### src/rtl/clkdiv_multi.sv
// Runtime-programmable multi-channel clock divider. Each channel produces a registered
// divided square wave plus a one-cycle tick on its rising edge; divisor changes land on period boundaries.
module clkdiv_multi #(
    parameter int NUM_CH      = 4,
    parameter int DIV_W       = 16,
    parameter int DEFAULT_DIV = 2,
    localparam int CH_W       = (NUM_CH > 1) ? $clog2(NUM_CH) : 1
) (
    input  logic              hclkin,
    input  logic              reset,
    input  logic              cfg_valid,
    output logic              cfg_ready,
    input  logic [CH_W-1:0]   cfg_ch,
    input  logic [DIV_W-1:0]  cfg_div,
    output logic              cfg_err,
    input  logic              sync,
    output logic [NUM_CH-1:0] pending,
    output logic [NUM_CH-1:0] clk_out,
    output logic [NUM_CH-1:0] tick
);

    logic [DIV_W-1:0]  cur_div [NUM_CH];
    logic [DIV_W-1:0]  cnt     [NUM_CH];
    logic [DIV_W-1:0]  nxt_div [NUM_CH];
    logic [DIV_W-1:0]  half    [NUM_CH];
    logic [NUM_CH-1:0] pend;
    logic [NUM_CH-1:0] running;
    logic [NUM_CH-1:0] boundary;
    logic [NUM_CH-1:0] sel;
    logic              accept;
    logic [DIV_W-1:0]  cfg_div_clamped;

    // An out-of-range cfg_ch matches no channel, so cfg_ready stays low for it.
    always_comb begin
        cfg_ready = 1'b0;
        sel       = '0;
        running   = '0;
        boundary  = '0;
        for (int i = 0; i < NUM_CH; i++) begin
            half[i]     = (cur_div[i] >> 1) + DIV_W'(cur_div[i][0]);
            sel[i]      = (int'(cfg_ch) == i);
            running[i]  = (cur_div[i] != '0);
            boundary[i] = running[i] && (cnt[i] == cur_div[i] - DIV_W'(1));
            if (sel[i]) begin
                cfg_ready = !reset && !pend[i];
            end
        end
    end

    assign accept          = cfg_valid && cfg_ready;
    assign cfg_div_clamped = (cfg_div == DIV_W'(1)) ? DIV_W'(2) : cfg_div;
    assign pending         = pend;

    always_ff @(posedge hclkin) begin
        if (reset) begin
            cfg_err <= 1'b0;
            pend    <= '0;
            clk_out <= '0;
            tick    <= '0;
            for (int i = 0; i < NUM_CH; i++) begin
                cur_div[i] <= DIV_W'(DEFAULT_DIV);
                cnt[i]     <= '0;
                nxt_div[i] <= '0;
            end
        end else begin
            cfg_err <= accept && (cfg_div == DIV_W'(1));
            for (int i = 0; i < NUM_CH; i++) begin
                if (running[i]) begin
                    clk_out[i] <= (cnt[i] < half[i]);
                    tick[i]    <= (cnt[i] == '0);
                end else begin
                    clk_out[i] <= 1'b0;
                    tick[i]    <= 1'b0;
                end

                // Accept needs pend clear, so a fresh request never applies in its own cycle.
                if (accept && sel[i]) begin
                    nxt_div[i] <= cfg_div_clamped;
                    pend[i]    <= 1'b1;
                end else if (pend[i] && (sync || boundary[i] || !running[i])) begin
                    cur_div[i] <= nxt_div[i];
                    pend[i]    <= 1'b0;
                end

                if (!running[i] || sync || boundary[i]) begin
                    cnt[i] <= '0;
                end else begin
                    cnt[i] <= cnt[i] + DIV_W'(1);
                end
            end
        end
    end

endmodule
### config.mk
export PLATFORM = sky130hd
export DESIGN_NAME = clkdiv_multi
export DESIGN_NICKNAME = d
export VERILOG_FILES = /design/src/rtl/clkdiv_multi.sv
export SDC_FILE = /design/constraint.sdc
export NUM_CORES = 1
export LEC_CHECK = 0
export ABC_CLOCK_PERIOD_IN_PS = 5070
export BUFFER_PORTS_ARGS = -buffer_cell sky130_fd_sc_hd__buf_4
export CAP_MARGIN = 20
export CORE_MARGIN = 1.5
export CORE_UTILIZATION = 30
export DETAILED_ROUTE_END_ITERATION = 6
export PLACE_DENSITY = 0.45
export SLEW_MARGIN = 10
export SYNTH_ARGS = -nofsm -noshare
export SYNTH_HDL_FRONTEND = slang
export SYNTH_SLANG_ARGS = --single-unit
### constraint.sdc
create_clock -name hclkin -period 5.07 [get_ports hclkin]
set_clock_uncertainty 0.2 [all_clocks]
set_input_delay 1.014 -clock hclkin [delete_from_list [all_inputs] [get_ports hclkin]]
set_output_delay 1.014 -clock hclkin [all_outputs]
set_load 0.02 [all_outputs]
* Word-level counts from Yosys, hierarchy flattened
Memory sizes are Yosys's and may differ from the RTL's. Index checks and enable logic that the tools add are counted.
Operators by class: div/mod/pow operators 0, multipliers 0, bitwise gates (word level) 20, reduce and logical (&&, ||, !) cells 60, multiplexer cells 83, equal/unequal tests 8, add/sub/neg operators 12, $lt $le $gt $ge 4, shift operators 0
Operators with widths (number):
- $mux W16 | 17
- $mux W1 | 66
- $add A15 B1 Y16 | 4
- $add A16 B1 Y16 const B | 4
- $eq A16 B16 Y1 | 4
- $logic_not A16 Y1 | 4
- $lt A16 B16 Y1 | 4
- $reduce_bool A16 Y1 | 4
- $sub A16 B1 Y16 const B | 4
- $logic_and A1 B1 Y1 | 18
- $eq A16 B1 Y1 const B | 1
- $logic_or A1 B1 Y1 | 16
- $or A1 B1 Y1 | 16
- $logic_not A1 Y1 | 9
- $reduce_bool A2 Y1 | 4
- $reduce_or A2 Y1 | 4
- $eq A2 B2 Y1 const B | 2
- $not A1 Y1 | 4
- $eq A2 B1 Y1 const B | 1
- $logic_not A2 Y1 | 1
Word-level totals: register bits after elaboration 13, bits in writable memories 192, latch bits 0, word-level logic and storage cells 203, memories 3, bits in read-only memories 0
Memory list:
- cnt | words 4, width 16, rd ports 4, clocked after memory_dff 0, wr ports 4, line 23 | logic [DIV_W-1:0] cnt [NUM_CH];
- cur_div | words 4, width 16, rd ports 4, clocked after memory_dff 0, wr ports 4, line 22 | logic [DIV_W-1:0] cur_div [NUM_CH];
- nxt_div | words 4, width 16, rd ports 4, clocked after memory_dff 0, wr ports 4, line 24 | logic [DIV_W-1:0] nxt_div [NUM_CH];

* Logic depth before layout (Yosys ltp)
word-level depth 12, depth in mapped cells 14, gate-level depth less buffers 13

* Worst setup path after synthesis
Ideal clock, no wire load.
path kind register to register, from memory cur_div[0][2], to memory cur_div[0][0], enable pin, period minus slack after synthesis 3.888 ns, required time 4.476 ns, cell stages (with the launch flop) 9, slack 1.182 ns, arrival time 3.293 ns, buffers on the path 2, cells stage by stage edfxtp_1 clkbuf_1 nor4_2 nand4_1 o31a_1 nor4_1 a31oi_2 buf_2 a21oi_1
RTL lines (line):
- start, declared | 22

==> run metrics <==
Post-CTS Hold Fix Bufs=0; CTS sink cnt=205; share of layout cells above drive strength 1=0.08025; die height=216.5 um; Crit. path cell count=9; Max Cap Viol=0; pwr dens=274.9 nW/um^2; die area=46,850 sq um; crit path cell chain=inv_1, ha_1, or3b_2, or4b_1, xnor2_1, nand4b_1, or4_1, nand2_2, o21a_1; sequential area share after synthesis=0.4409; H-tree depth=1; Core Area=45,190 sq um; Detailed Route WL=33,300 um; critical path launch point type=flop; Finish-stage setup viols=0; boundary pin count=36; clk_lat worst skew=0.55 ns; total CTS buffers=25; worst r2r dst=cur_div[2][3]; r2r setup slk=0.78 ns; min cycle time layout=4.289 ns; total gr overflow=0; prevailing post-synth register cell=edfxtp_1; PostCTS Resize Cnt=0; Final Hold Vio Count=0; peak supply drop=219.9 uV; most frequent cells in the layout=edfxtp_1, nor2_1, nand2_1; root buffer cell=clkbuf_16; initial DRC count=561; Achievable Freq=233.2 MHz; dpl hpwl=24,540 um; Vias/cell=4.850; Slew headroom=0.3698; initial antenna violation count=2; pre-CTS setup slack=0.7646 ns; worst-margin pin slew=0.9433 ns; n_diodes=0; Syn Std Cell Area=13,670 sq um; number of global-route vias before repair=9,725; Critical Path End Type=flop; crit path max fanout=16; unrepaired setup endpoints after global routing=false; FP Rows=78; Post-CTS Setup Bufs=0; outcome=finished clean; Critical Path Max Stage Delay=0.62 ns; Post-layout nets=1,541; Min Hold Slack=0.3235 ns; ys async rst share=0; average wire per standard cell=16.18 um; worst path arrival time=4.27 ns; Pre-Repair DR Iteration Count=7; Clock Pin Slew Worst Setup and Hold Paths=0.06 ns; YS warnings=0; Pwr Total=4.230 mW; Post-DRT Antenna Nets=0; Buf+Inv Stages, Crit Path=1; commonest non-fill, non-tap cell in the layout=edfxtp_1; worst setup path start=cur_div[2][0]; CTS tree=yes; first-pass GRT wire length=53,560 um; CP endpoint=cur_div[2][3]; fin. max-slew vios=0; setup TNS=0 ns; DRC=0; syn_area_per_cell=9.854 sq um; Final period util=0.8459; library cells used by synthesis=74; Worst Setup Slack, final=0.7813 ns; worst r2r path cells=9; Hold WC Path Type=reg -> reg; required time worst endpoint=5.05 ns; area grow syn2layout=12.58%; final core utilization=0.3405; crit path kind=reg -> reg; gr usage total=0.1429; CTS Buffer Depth=3; total leakage power=5.616 nW; FF+latch count, synth=205; GP Congestion=0.8323; Post-synth EDFFs=192; die width=216.5 um; CP max-delay cell=o21a_1; largest net degree at the start of global routing=24; worst reg2reg path startpoint=cur_div[2][0]; via count=9,982; Syn Inst Count=1,387; Initial Util=0.3025; CP top delay family=simple AND/OR/NAND/NOR gates; Port Buffers=35
==> metrics by stage <==
| step | instances | instance area (sq um) |
|---|---|---|
| floorplan | 1450 | 13900 |
| detailed placement | 2012 | 14620 |
| global route | 2058 | 15390 |
| finish | 2058 | 15390 |
| global placement | 2012 | 14620 |
| CTS | 2058 | 15390 |
==> cell type report <==
cell class                 count  area [sq um]
clock inverter                17         118.9
clock buffer                  29         650.6
sequential                   205          6026
fill                        4622         29800
inverter                      35         131.4
multi-input combinational   1130          7395
tap                          600         750.7
timing repair buffer          42         315.3
==> worst reg2reg max path: cells and delay by family (launching register included) <==
family,cells,cell delay [ns]
and+or+nand+nor,5,1.99
buffers and inverters,1,0.11
DFF,1,0.50
xor gates and xnor gates,1,0.22
adders and majority gates,1,0.28
AOI/OAI and AO/OA,1,0.62
==> sequential cells by signal (all words and copies together) (netlist names) <==
signal and cells:
cfg_err 1, cnt 64, nxt_div 64, clk_out 4, cur_div 64, tick 4, pending 4
==> cells by family (layout without fill, tap and decap cells) <==
kind of cell / after synthesis / after routing / synth area share
and+or+nand+nor: 645 / 645 / 0.2524
DFF: 205 / 205 / 0.4409
xor gates and xnor gates: 184 / 184 / 0.1179
AOI/OAI and AO/OA: 148 / 148 / 0.07204
buffers and inverters: 115 / 123 / 0.03543
adders and majority gates: 80 / 80 / 0.07323
muxes: 9 / 9 / 0.007872
other: 1 / 64 / 0.0002744
==> where the power goes <==
| part | switching, mW | internal (mW) | total, mW |
|---|---|---|---|
| Combinational | 0.254 | 0.195 | 0.448 |
| Clock | 0.726 | 0.971 | 1.70 |
| Sequential | 0.136 | 1.95 | 2.08 |
==> synth_stat cells, types with 30 or more instances <==
cell type | count | area, sq um
edfxtp_1 | 192 | 5766
nor2_1 | 134 | 503.0
nand2_1 | 95 | 356.6
xnor2_1 | 94 | 823.3
xor2_1 | 90 | 788.3
ha_1 | 80 | 1001
nand3_1 | 74 | 370.4
and2_1 | 69 | 431.7
clkbuf_1 | 63 | 236.5
and3_1 | 52 | 325.3
nor3_1 | 52 | 260.3
a21oi_1 | 40 | 200.2
nor4_1 | 39 | 244.0
inv_1 | 35 | 131.4
o21ai_0 | 31 | 155.2
nand4_1 | 30 | 187.7
==> metal layers <==
metal / part of all wire / vias to the layer above / GRT usage
met1: 0.49 / 4747 / 0.2011
met5: 0 / - / 0
li1: - / 5045 / -
met2: 0.45 / 153 / 0.2283
met3: 0.048 / 37 / 0.02344
met4: 0.017 / 0 / 0.03472
==> how the worst min path moves through the flow <==
| stage | start | end | slack [ns] | cells after the start |
|---|---|---|---|---|
| 4_1_cts | nxt_div[1][1] | cur_div[1][1] | 0.32 | 1 |
| 2_1_floorplan | nxt_div[1][1] | cur_div[1][1] | 0.28 | 1 |
| 3_3_place_gp | nxt_div[1][3] | cur_div[1][3] | 0.30 | 1 |
| 3_5_place_dp | nxt_div[1][4] | cur_div[1][4] | 0.31 | 1 |
| 6_report | nxt_div[1][3] | cur_div[1][3] | 0.32 | 1 |
| 5_1_grt | nxt_div[1][1] | cur_div[1][1] | 0.34 | 1 |
No activity file was read; power rests on OpenSTA's default activity.
